===== config.mk =====
export PLATFORM = sky130hd
export DESIGN_NAME = rtc_timekeeper_flat
export DESIGN_NICKNAME = d
export VERILOG_FILES = /design/src/rtl/rtc_pkg.sv /design/src/rtl/rtc_timekeeper_if.sv /design/src/rtl/rtc_prescaler.sv /design/src/rtl/rtc_timekeeper.sv /design/src/flat_wrapper.sv
export SDC_FILE = /design/constraint.sdc
export NUM_CORES = 1
export LEC_CHECK = 0
export ABC_AREA = 1
export CELL_PAD_IN_SITES_DETAIL_PLACEMENT = 1
export CELL_PAD_IN_SITES_GLOBAL_PLACEMENT = 1
export CORE_ASPECT_RATIO = 0.8
export CORE_UTILIZATION = 33
export DETAILED_ROUTE_END_ITERATION = 16
export PLACE_DENSITY = 0.9
export SETUP_SLACK_MARGIN = 0.5
export SKIP_LAST_GASP = 1
export SLEW_MARGIN = 20
export SYNTH_ARGS = -nofsm -noshare
export SYNTH_HDL_FRONTEND = slang
export SYNTH_HIERARCHICAL = 1
export SYNTH_SLANG_ARGS = --single-unit

===== constraint.sdc =====
create_clock -name clk -period 4.2 [get_ports clk]
set_input_delay 0.42 -clock clk [delete_from_list [all_inputs] [get_ports clk]]
set_output_delay 0.42 -clock clk [all_outputs]
set_load 0.01 [all_outputs]

===== src/rtl/rtc_pkg.sv =====
// rtc_pkg: time-of-day range limits, BCD widths and binary-to-BCD helper shared with the setting controller.
package rtc_pkg;
  localparam logic [31:0] SEC_MAX = 32'd59;
  localparam logic [31:0] MIN_MAX = 32'd59;
  localparam logic [31:0] HOUR_MAX = 32'd23;
  localparam int BCD_W = 4;
  localparam int BCD_FIELD_W = 2 * BCD_W;
  function automatic logic [BCD_FIELD_W-1:0] to_bcd(input logic [5:0] v);
    return {BCD_W'(v / 6'd10), BCD_W'(v % 6'd10)};
  endfunction
endpackage


===== src/rtl/rtc_timekeeper_if.sv =====
// rtc_timekeeper_if: load/run controls in, binary/BCD time and event pulses out.
interface rtc_timekeeper_if;
  logic run_en;
  logic load;
  logic [31:0] sec_in;
  logic [31:0] min_in;
  logic [31:0] hour_in;
  logic [5:0] sec;
  logic [5:0] min;
  logic [4:0] hour;
  logic [23:0] bcd;
  logic sec_tick;
  logic day_wrap;
  logic load_ack;
  logic load_err;
  modport master (
    output run_en, load, sec_in, min_in, hour_in,
    input sec, min, hour, bcd, sec_tick, day_wrap, load_ack, load_err
  );
  modport slave (
    input run_en, load, sec_in, min_in, hour_in,
    output sec, min, hour, bcd, sec_tick, day_wrap, load_ack, load_err
  );
endinterface


===== src/rtl/rtc_prescaler.sv =====
// rtc_prescaler: divides clk by CLK_HZ while run_en is high; tick marks the last cycle of each second.
module rtc_prescaler #(
  parameter int CLK_HZ = 100_000_000
) (
  input  logic clk,
  input  logic rst,
  input  logic run_en,
  input  logic clr,
  output logic tick
);
  localparam int W = $clog2(CLK_HZ);
  logic [W-1:0] cnt_q, cnt_d;
  assign tick = run_en && (cnt_q == W'(CLK_HZ - 1));
  always_comb cnt_d = (clr || tick) ? '0 : run_en ? cnt_q + W'(1) : cnt_q;
  always_ff @(posedge clk or posedge rst)
    if (rst) cnt_q <= '0;
    else cnt_q <= cnt_d;
endmodule


===== src/rtl/rtc_timekeeper.sv =====
// rtc_timekeeper: hh:mm:ss counter advanced once per second, loadable with range-checked values.
module rtc_timekeeper
  import rtc_pkg::*;
#(
  parameter int CLK_HZ = 100_000_000
) (
  input logic clk,
  input logic rst,
  rtc_timekeeper_if.slave bus
);
  logic tick, valid, accept, sec_wrap, min_wrap, hour_wrap;
  logic [5:0] sec_q, sec_d, min_q, min_d;
  logic [4:0] hour_q, hour_d;
  logic [23:0] bcd_q, bcd_d;
  logic tick_q, tick_d, day_q, day_d, ack_q, ack_d, err_q, err_d;
  rtc_prescaler #(.CLK_HZ(CLK_HZ)) u_pre (
    .clk(clk),
    .rst(rst),
    .run_en(bus.run_en),
    .clr(accept),
    .tick(tick)
  );
  always_comb begin
    valid = (bus.sec_in <= SEC_MAX) && (bus.min_in <= MIN_MAX) && (bus.hour_in <= HOUR_MAX);
    accept = bus.load && valid;
    sec_wrap = sec_q == 6'(SEC_MAX);
    min_wrap = min_q == 6'(MIN_MAX);
    hour_wrap = hour_q == 5'(HOUR_MAX);
    tick_d = tick && !accept;
    sec_d = accept ? bus.sec_in[5:0] : tick ? (sec_wrap ? 6'd0 : sec_q + 6'd1) : sec_q;
    min_d = accept ? bus.min_in[5:0] : (tick && sec_wrap) ? (min_wrap ? 6'd0 : min_q + 6'd1) : min_q;
    hour_d = accept ? bus.hour_in[4:0]
           : (tick && sec_wrap && min_wrap) ? (hour_wrap ? 5'd0 : hour_q + 5'd1) : hour_q;
    day_d = tick_d && sec_wrap && min_wrap && hour_wrap;
    ack_d = accept;
    err_d = bus.load && !valid;
    bcd_d = {to_bcd({1'b0, hour_d}), to_bcd(min_d), to_bcd(sec_d)};
  end
  always_ff @(posedge clk or posedge rst)
    if (rst) begin
      sec_q <= '0;
      min_q <= '0;
      hour_q <= '0;
      bcd_q <= '0;
      tick_q <= 1'b0;
      day_q <= 1'b0;
      ack_q <= 1'b0;
      err_q <= 1'b0;
    end else begin
      sec_q <= sec_d;
      min_q <= min_d;
      hour_q <= hour_d;
      bcd_q <= bcd_d;
      tick_q <= tick_d;
      day_q <= day_d;
      ack_q <= ack_d;
      err_q <= err_d;
    end
  assign bus.sec = sec_q;
  assign bus.min = min_q;
  assign bus.hour = hour_q;
  assign bus.bcd = bcd_q;
  assign bus.sec_tick = tick_q;
  assign bus.day_wrap = day_q;
  assign bus.load_ack = ack_q;
  assign bus.load_err = err_q;
endmodule


===== src/flat_wrapper.sv =====
// flat-port wrapper written by rule: the top's interface ports become plain ports
module rtc_timekeeper_flat import rtc_pkg::*;
#(
  parameter int CLK_HZ = 100_000_000
)
  (clk, rst, bus_run_en, bus_load, bus_sec_in, bus_min_in, bus_hour_in, bus_sec, bus_min, bus_hour, bus_bcd, bus_sec_tick, bus_day_wrap, bus_load_ack, bus_load_err);
  rtc_timekeeper_if bus_i ();
  input logic clk;
  input logic rst;
  input wire logic [$bits(bus_i.run_en)-1:0] bus_run_en;
  input wire logic [$bits(bus_i.load)-1:0] bus_load;
  input wire logic [$bits(bus_i.sec_in)-1:0] bus_sec_in;
  input wire logic [$bits(bus_i.min_in)-1:0] bus_min_in;
  input wire logic [$bits(bus_i.hour_in)-1:0] bus_hour_in;
  output wire logic [$bits(bus_i.sec)-1:0] bus_sec;
  output wire logic [$bits(bus_i.min)-1:0] bus_min;
  output wire logic [$bits(bus_i.hour)-1:0] bus_hour;
  output wire logic [$bits(bus_i.bcd)-1:0] bus_bcd;
  output wire logic [$bits(bus_i.sec_tick)-1:0] bus_sec_tick;
  output wire logic [$bits(bus_i.day_wrap)-1:0] bus_day_wrap;
  output wire logic [$bits(bus_i.load_ack)-1:0] bus_load_ack;
  output wire logic [$bits(bus_i.load_err)-1:0] bus_load_err;
  assign bus_i.run_en = bus_run_en;
  assign bus_i.load = bus_load;
  assign bus_i.sec_in = bus_sec_in;
  assign bus_i.min_in = bus_min_in;
  assign bus_i.hour_in = bus_hour_in;
  assign bus_sec = bus_i.sec;
  assign bus_min = bus_i.min;
  assign bus_hour = bus_i.hour;
  assign bus_bcd = bus_i.bcd;
  assign bus_sec_tick = bus_i.sec_tick;
  assign bus_day_wrap = bus_i.day_wrap;
  assign bus_load_ack = bus_i.load_ack;
  assign bus_load_err = bus_i.load_err;
  rtc_timekeeper #(.CLK_HZ(CLK_HZ)) u_core (.clk(clk), .rst(rst), .bus(bus_i));
endmodule

# ---- After elaboration in Yosys (flattened, before gate mapping)
# Index checks and enable logic that the tools add are counted.
# W data, S select, Z words.
dict set report totals {
  ff_bits 72
  inputBits 100
  out_inout_bits 45
  elab_cells 52
}
dict set report op_classes {
  add_sub_neg 4
  div_mod_pow 6
  order_cmp 3
  eq_ne 4
  muxes 11
  reduce_logical 15
}
# cell n
set ops {}
lappend ops {{$le A32 B6 Y1 const B} 2}
lappend ops {{$mux W27} 2}
lappend ops {{$mux W6} 6}
lappend ops {{$le A32 B5 Y1 const B} 1}
lappend ops {{$add A27 B1 Y27 const B} 1}
lappend ops {{$eq A27 B27 Y1 const B} 1}
lappend ops {{$mux W5} 3}
lappend ops {{$add A6 B1 Y6 const B} 2}
lappend ops {{$div A6 B4 Y6 const B} 2}
lappend ops {{$eq A6 B6 Y1 const B} 2}
lappend ops {{$mod A6 B4 Y6 const B} 2}
lappend ops {{$logic_and A1 B1 Y1} 11}
lappend ops {{$div A5 B4 Y6 const B} 1}
lappend ops {{$mod A5 B4 Y6 const B} 1}
lappend ops {{$add A5 B1 Y5 const B} 1}
lappend ops {{$eq A5 B5 Y1 const B} 1}
lappend ops {{$logic_not A1 Y1} 2}
lappend ops {{$reduce_bool A2 Y1} 1}
lappend ops {{$logic_or A1 B1 Y1} 1}

# ---- Depth between registers and ports, before layout
dict set report depth {
  word_depth 9
  mapped_depth 29
  depth_no_buf 29
}

# ---- Cells and area by module
# Netlist, hierarchy kept.
# mod instances cells_each area_each_um2 seq_area_each_um2
set by_module_without_submodules {}
lappend by_module_without_submodules {rtc_timekeeper 1 412 2866.5 950.9}
lappend by_module_without_submodules {rtc_prescaler 1 279 1801.7 675.6}

# ---- Least setup slack after synthesis
# No wires, ideal clock.
dict set report synth_timing {
  path_type {register -> register}
  start {register u_core.u_pre.cnt_q[0]}
  end {register u_core.bcd_q[19] (netlist: u_core/bus.bcd[19])}
  setup_ns 0.117
  arrival_ns 3.464
  t_required_ns 4.083
  slack_ns 0.619
  stages_incl_launch_ff 27
  path_buffers 0
  period_less_slack_ns 3.581
  path_cell_list {dfrtp_1 > ha_1 > inv_1 > nor2_4 > nand2_1 > nor4_1 > nand2_2 > inv_2 > nand3_4 > nor2_8 > inv_2 > or2_1 > nand4_1 > nand2_2 > inv_1 > ha_1 > nand3_1 > nand2_2 > nand2_4 > inv_2 > nand2_2 > nand2_2 > inv_1 > ha_1 > xnor2_1 > nand2_1 > nand2_1}
}
dict set report synth_between {
  elab_chain_cells 7
}
# element line_no
set synth_rtl {}
lappend synth_rtl {{start, declared} rtc_prescaler.sv:12} ;# logic [W-1:0] cnt_q, cnt_d;
lappend synth_rtl {{start signal, assigned} rtc_prescaler.sv:17} ;# else cnt_q <= cnt_d;
lappend synth_rtl {{$eq A27 B27 Y1} rtc_prescaler.sv:13} ;# assign tick = run_en && (cnt_q == W'(CLK_HZ - 1));
lappend synth_rtl {{$logic_and A1 B1 Y1} rtc_prescaler.sv:13}
lappend synth_rtl {{named net u_core.tick} rtc_timekeeper.sv:11} ;# logic tick, valid, accept, sec_wrap, min_wrap, hour_wrap;
lappend synth_rtl {{$logic_and A1 B1 Y1 (2 in a row)} rtc_timekeeper.sv:33} ;# : (tick && sec_wrap && min_wrap) ? (hour_wrap ? 5'd0 : hour_q + 5'd1) : hour_q;
lappend synth_rtl {{$mux W5} rtc_timekeeper.sv:33}
lappend synth_rtl {{$mux W5} rtc_timekeeper.sv:32} ;# hour_d = accept ? bus.hour_in[4:0]
lappend synth_rtl {{named net u_core.hour_d[3]} rtc_timekeeper.sv:13} ;# logic [4:0] hour_q, hour_d;
lappend synth_rtl {{$mod A5 B4 Y6} rtc_pkg.sv:9} ;# return {BCD_W'(v / 6'd10), BCD_W'(v % 6'd10)};
lappend synth_rtl {{named net u_core.bcd_d[19]} rtc_timekeeper.sv:14} ;# logic [23:0] bcd_q, bcd_d;
lappend synth_rtl {{end signal, assigned} rtc_timekeeper.sv:44} ;# bcd_q <= '0;
lappend synth_rtl {{end signal, assigned} rtc_timekeeper.sv:53} ;# bcd_q <= bcd_d;
lappend synth_rtl {{end, declared} rtc_timekeeper.sv:14}
# The timed path passes the listed nets, and every way through them passes these cells.
# A chain may end at the register's enable or synchronous reset.

# ---- Final worst setup path
dict set report layout_timing {
  start {register u_core.u_pre.cnt_q[19]}
  end {register u_core.bcd_q[3] (netlist: u_core/bus.bcd[3])}
}
dict set report layout_between {
  elab_chain_cells 5
}
# element line_no
set layout_rtl {}
lappend layout_rtl {{$eq A27 B27 Y1} rtc_prescaler.sv:13}
lappend layout_rtl {{$logic_and A1 B1 Y1} rtc_prescaler.sv:13}
lappend layout_rtl {{named net u_core.tick} rtc_timekeeper.sv:11}
lappend layout_rtl {{$mux W6 (2 in a row)} rtc_timekeeper.sv:30} ;# sec_d = accept ? bus.sec_in[5:0] : tick ? (sec_wrap ? 6'd0 : sec_q + 6'd1) : sec_q;
lappend layout_rtl {{$mod A6 B4 Y6} rtc_pkg.sv:9}
lappend layout_rtl {{named net u_core.bcd_d[3]} rtc_timekeeper.sv:14}
# The timed path passes the listed nets, and every way through them passes these cells.

==> impl_metrics.py <==
metrics = {
    "die": {
        "die_area_um2": 14630,
        "fp.dieW_um": 135.0,
        "initial_core_util_pct": 34.09,
        "num_io_pins": 145,
        "fp.dieH_um": 108.4,
        "num_rows": 38,
        "core_area_um2": 13690,
    },
    "timing": {
        "drv_slew": 0,
        "max_clock_freq_mhz": 270.0,
        "min_period_over_period_pct": 88.20,
        "finalCriticalPeriod_ps": 3704,
        "setup_viol": 0,
        "slew_headroom_pct": 42.15,
        "tightest_slew_ps": 867.8,
        "fin_tns_setup_ps": 0,
        "hold_viol": 0,
        "holdWs_ps": 530.1,
        "skew_ps": 8.085,
        "rsz0062_at_grt": "yes",
    },
    "finish": {
        "n_fill_cell": 1736,
        "drive_gt1_share_pct": 17.75,
        "n_antenna_cell": 0,
        "syn_to_final_growth_pct": 47.98,
        "nets": 981,
        "mostFrequentLayoutCell": "nand2_1",
        "finalInstanceArea_um2": 6908,
        "final_cell_mix": "nand2_1 (196), clkdlybuf4s50_1 (139), nor2_1 (121)",
    },
    "critical_path": {
        "r2r_slack_ps": 500,
        "cp_max_fo": 5,
        "crit_arrival_ps": 3930,
        "cpPeakStageDelay_ps": 420,
        "r2r-start": "u_core/u_pre/cnt_q[19]",
        "endpoint_kind": "flip-flop",
        "path_buf_inv": 2,
        "path_common_cell": "nand2_1",
        "r2r-end": "u_core/bus.bcd[3]",
        "r2r_cells": 26,
        "worstSetupPathType": "flip-flop to flip-flop",
        "required_ps": 4420,
        "cp_slowest_cell": "dfrtp_1",
        "cp_top_family": "simple AND/OR/NAND/NOR gates",
        "worst_setup_path_start_kind": "flip-flop",
    },
    "run": {
        "max_cap_violations": 0,
    },
    "routing": {
        "wl_per_cell_um": 17.11,
        "dr.pass1.iters": 4,
        "ant_nets": 0,
        "dr.first_iter.drc_count": 244,
        "drc": 0,
        "via_per_inst": 4.934,
        "vias": 5196,
        "wirelength_um": 18010,
    },
    "clocking": {
        "cts_buffers": 9,
        "hold_buffers": 0,
        "clk_pin_slew_ps": 60,
        "cts.path.max_buffers": 2,
        "clkLatencyLatePin_ps": 340,
        "cts_sinks": 65,
        "cts_tree": "done",
        "htreeDepth": 3,
        "cts_root_buf": "clkbuf_16",
    },
    "place": {
        "hpwlAfterDp_um": 12410,
        "port_buffers": 140,
        "place_area_um2": 6228,
        "place_congestion": 0.8361,
    },
    "power": {
        "ir_drop_mv": 0.2020,
        "powerDensity_nw_per_um2": 246.6,
        "p_leak_nw": 3.371,
    },
    "global_route": {
        "grt_use_met1_pct": 28.60,
        "use_met2_pct": 41.57,
        "grt_use_met3_pct": 4.876,
        "grt.overflow.total": 0,
        "grt_busiest_layer": "met2",
        "grt_usage_pct": 23.40,
        "grt_pass1_vias": 5325,
        "antenna_found_initial": 0,
        "grt_max_degree": 39,
        "grt_pass1_wl_um": 26390,
    },
    "logic_synthesis": {
        "yosysSeqAreaShare_pct": 34.84,
        "yosysUniqueCellTypes": 43,
        "avgSynthCellArea_um2": 6.756,
        "netlist_area_um2": 4668,
        "synthCells": 691,
        "ys_ff_latch": 65,
        "yosys_warnings": 6,
    },
    "outcome": {
        "status": "finished, final reports clean",
    },
    "hold_path": {
        "worstHoldPathType": "primary input to asynchronous set/reset pin",
    },
}
==> per-stage QoR <==
step / instances / power [mW] / utilization (%) / worst slack (ps)
finish: 1053 / 1.703 / 50.45 / 495.6
floorplan: 694 / 0.7975 / - / 619.2
CTS: 1025 / 1.699 / 48.02 / 543.0
detailed placement: 1004 / 0.9269 / 45.49 / 69.58
global route: 1053 / 1.770 / 50.45 / 305.8
global placement: 1004 / 0.9148 / 45.49 / 336.5
==> power breakdown <==
| part | switching (mW) | internal (mW) |
|---|---|---|
| Clock | 0.285 | 0.475 |
| Sequential | 0.0290 | 0.654 |
| Combinational | 0.127 | 0.134 |
| Total | 0.441 | 1.26 |
==> layer usage <==
| layer | vias up | wire, µm |
|---|---|---|
| met2 | 126 | 9249 |
| met3 | 36 | 643 |
| met4 | 0 | 403 |
| met1 | 2532 | 7715 |
| met5 | - | 0 |
| li1 | 2502 | - |
==> layout make-up <==
cell class	count	area (µm²)	share of cell area, %
Multi-Input combinational cell	523	2724	39.43
Clock buffer	13	250.2	3.623
Clock inverter	3	40.04	0.5796
Tap cell	180	225.2	3.260
Sequential cell	65	1633	23.64
Timing Repair Buffer	176	1682	24.34
Inverter	93	354.1	5.126
==> registers in the layout, indices dropped and copies added (netlist names) <==
register and cells:
u_core/bus.load_err 1, u_core/u_pre/cnt_q 27, u_core/bus.load_ack 1, u_core/bus.bcd 20
u_core/bus.min 5, u_core/bus.day_wrap 1, u_core/bus.sec 5, u_core/bus.hour 4
u_core/bus.sec_tick 1
==> synth_stat cells <==
cell type | number | area share [%]
nor3_4 | 1 | 0.35
nand4_4 | 1 | 0.46
xor2_1 | 6 | 1.1
nor2_4 | 4 | 0.96
dfrtp_1 | 65 | 35
nor4_1 | 1 | 0.13
nand2_4 | 1 | 0.24
o21a_1 | 1 | 0.16
or2_0 | 4 | 0.54
nor2_8 | 1 | 0.43
nor2_2 | 9 | 1.2
nand3_2 | 3 | 0.64
buf_4 | 8 | 1.3
xnor2_1 | 2 | 0.38
o21ai_1 | 3 | 0.32
nand4_2 | 1 | 0.27
nand3b_1 | 3 | 0.48
inv_2 | 13 | 1.0
clkinv_2 | 1 | 0.11
nand3_1 | 49 | 5.3
ha_1 | 13 | 3.5
nand2_2 | 20 | 2.7
buf_1 | 1 | 0.080
a2bb2oi_1 | 1 | 0.19
o21a_2 | 1 | 0.19
nor3_1 | 3 | 0.32
o221ai_1 | 1 | 0.19
nand4_1 | 13 | 1.7
o21ai_4 | 3 | 1.0
inv_1 | 79 | 6.4
buf_2 | 2 | 0.21
nor2_1 | 125 | 10
a21oi_1 | 10 | 1.1
a21o_1 | 1 | 0.16
nand2_1 | 207 | 17
nor3_2 | 3 | 0.64
or2_1 | 4 | 0.54
o21ai_2 | 7 | 1.3
nand3_4 | 1 | 0.38
o21ai_0 | 14 | 1.5
buf_6 | 3 | 0.72
conb_1 | 1 | 0.080
a21oi_2 | 1 | 0.19
==> timing repair <==
item / 4_1_cts / 5_1_grt
gates cloned: 1 / 0
endpoints found under the setup margin: 11 / 11
gates resized for setup: 5 / 41
pin swaps: 2 / 27
setup buffers: 4 / 28
hold endpoints to repair: 0 / 0
==> how the worst max path moves through the flow <==
stage	start	end	depth (start not counted)
floorplan	u_core/u_pre/cnt_q[0]	u_core/bus.bcd[19]	26
global placement	bus_run_en	u_core/bus.bcd[11]	29
detailed placement	bus_run_en	u_core/bus.bcd[19]	27
CTS	bus_run_en	u_core/bus.bcd[10]	26
global route	u_core/u_pre/cnt_q[19]	u_core/bus.bcd[11]	29
finish	u_core/u_pre/cnt_q[19]	u_core/bus.bcd[3]	26
==> logic make-up (layout without fill, tap and decap cells) <==
logic type | count (synthesis) | in the layout | share of synthesized area, %
and+or+nand+nor | 454 | 455 | 43.96
buffers and inverters | 107 | 285 | 9.810
DFF | 65 | 65 | 34.84
AOI/OAI and AO/OA | 43 | 43 | 6.326
adders and majority gates | 13 | 13 | 3.484
xor gates and xnor gates | 8 | 8 | 1.501
other | 1 | 4 | 0.08033
(Power assumes the default switching activity.)
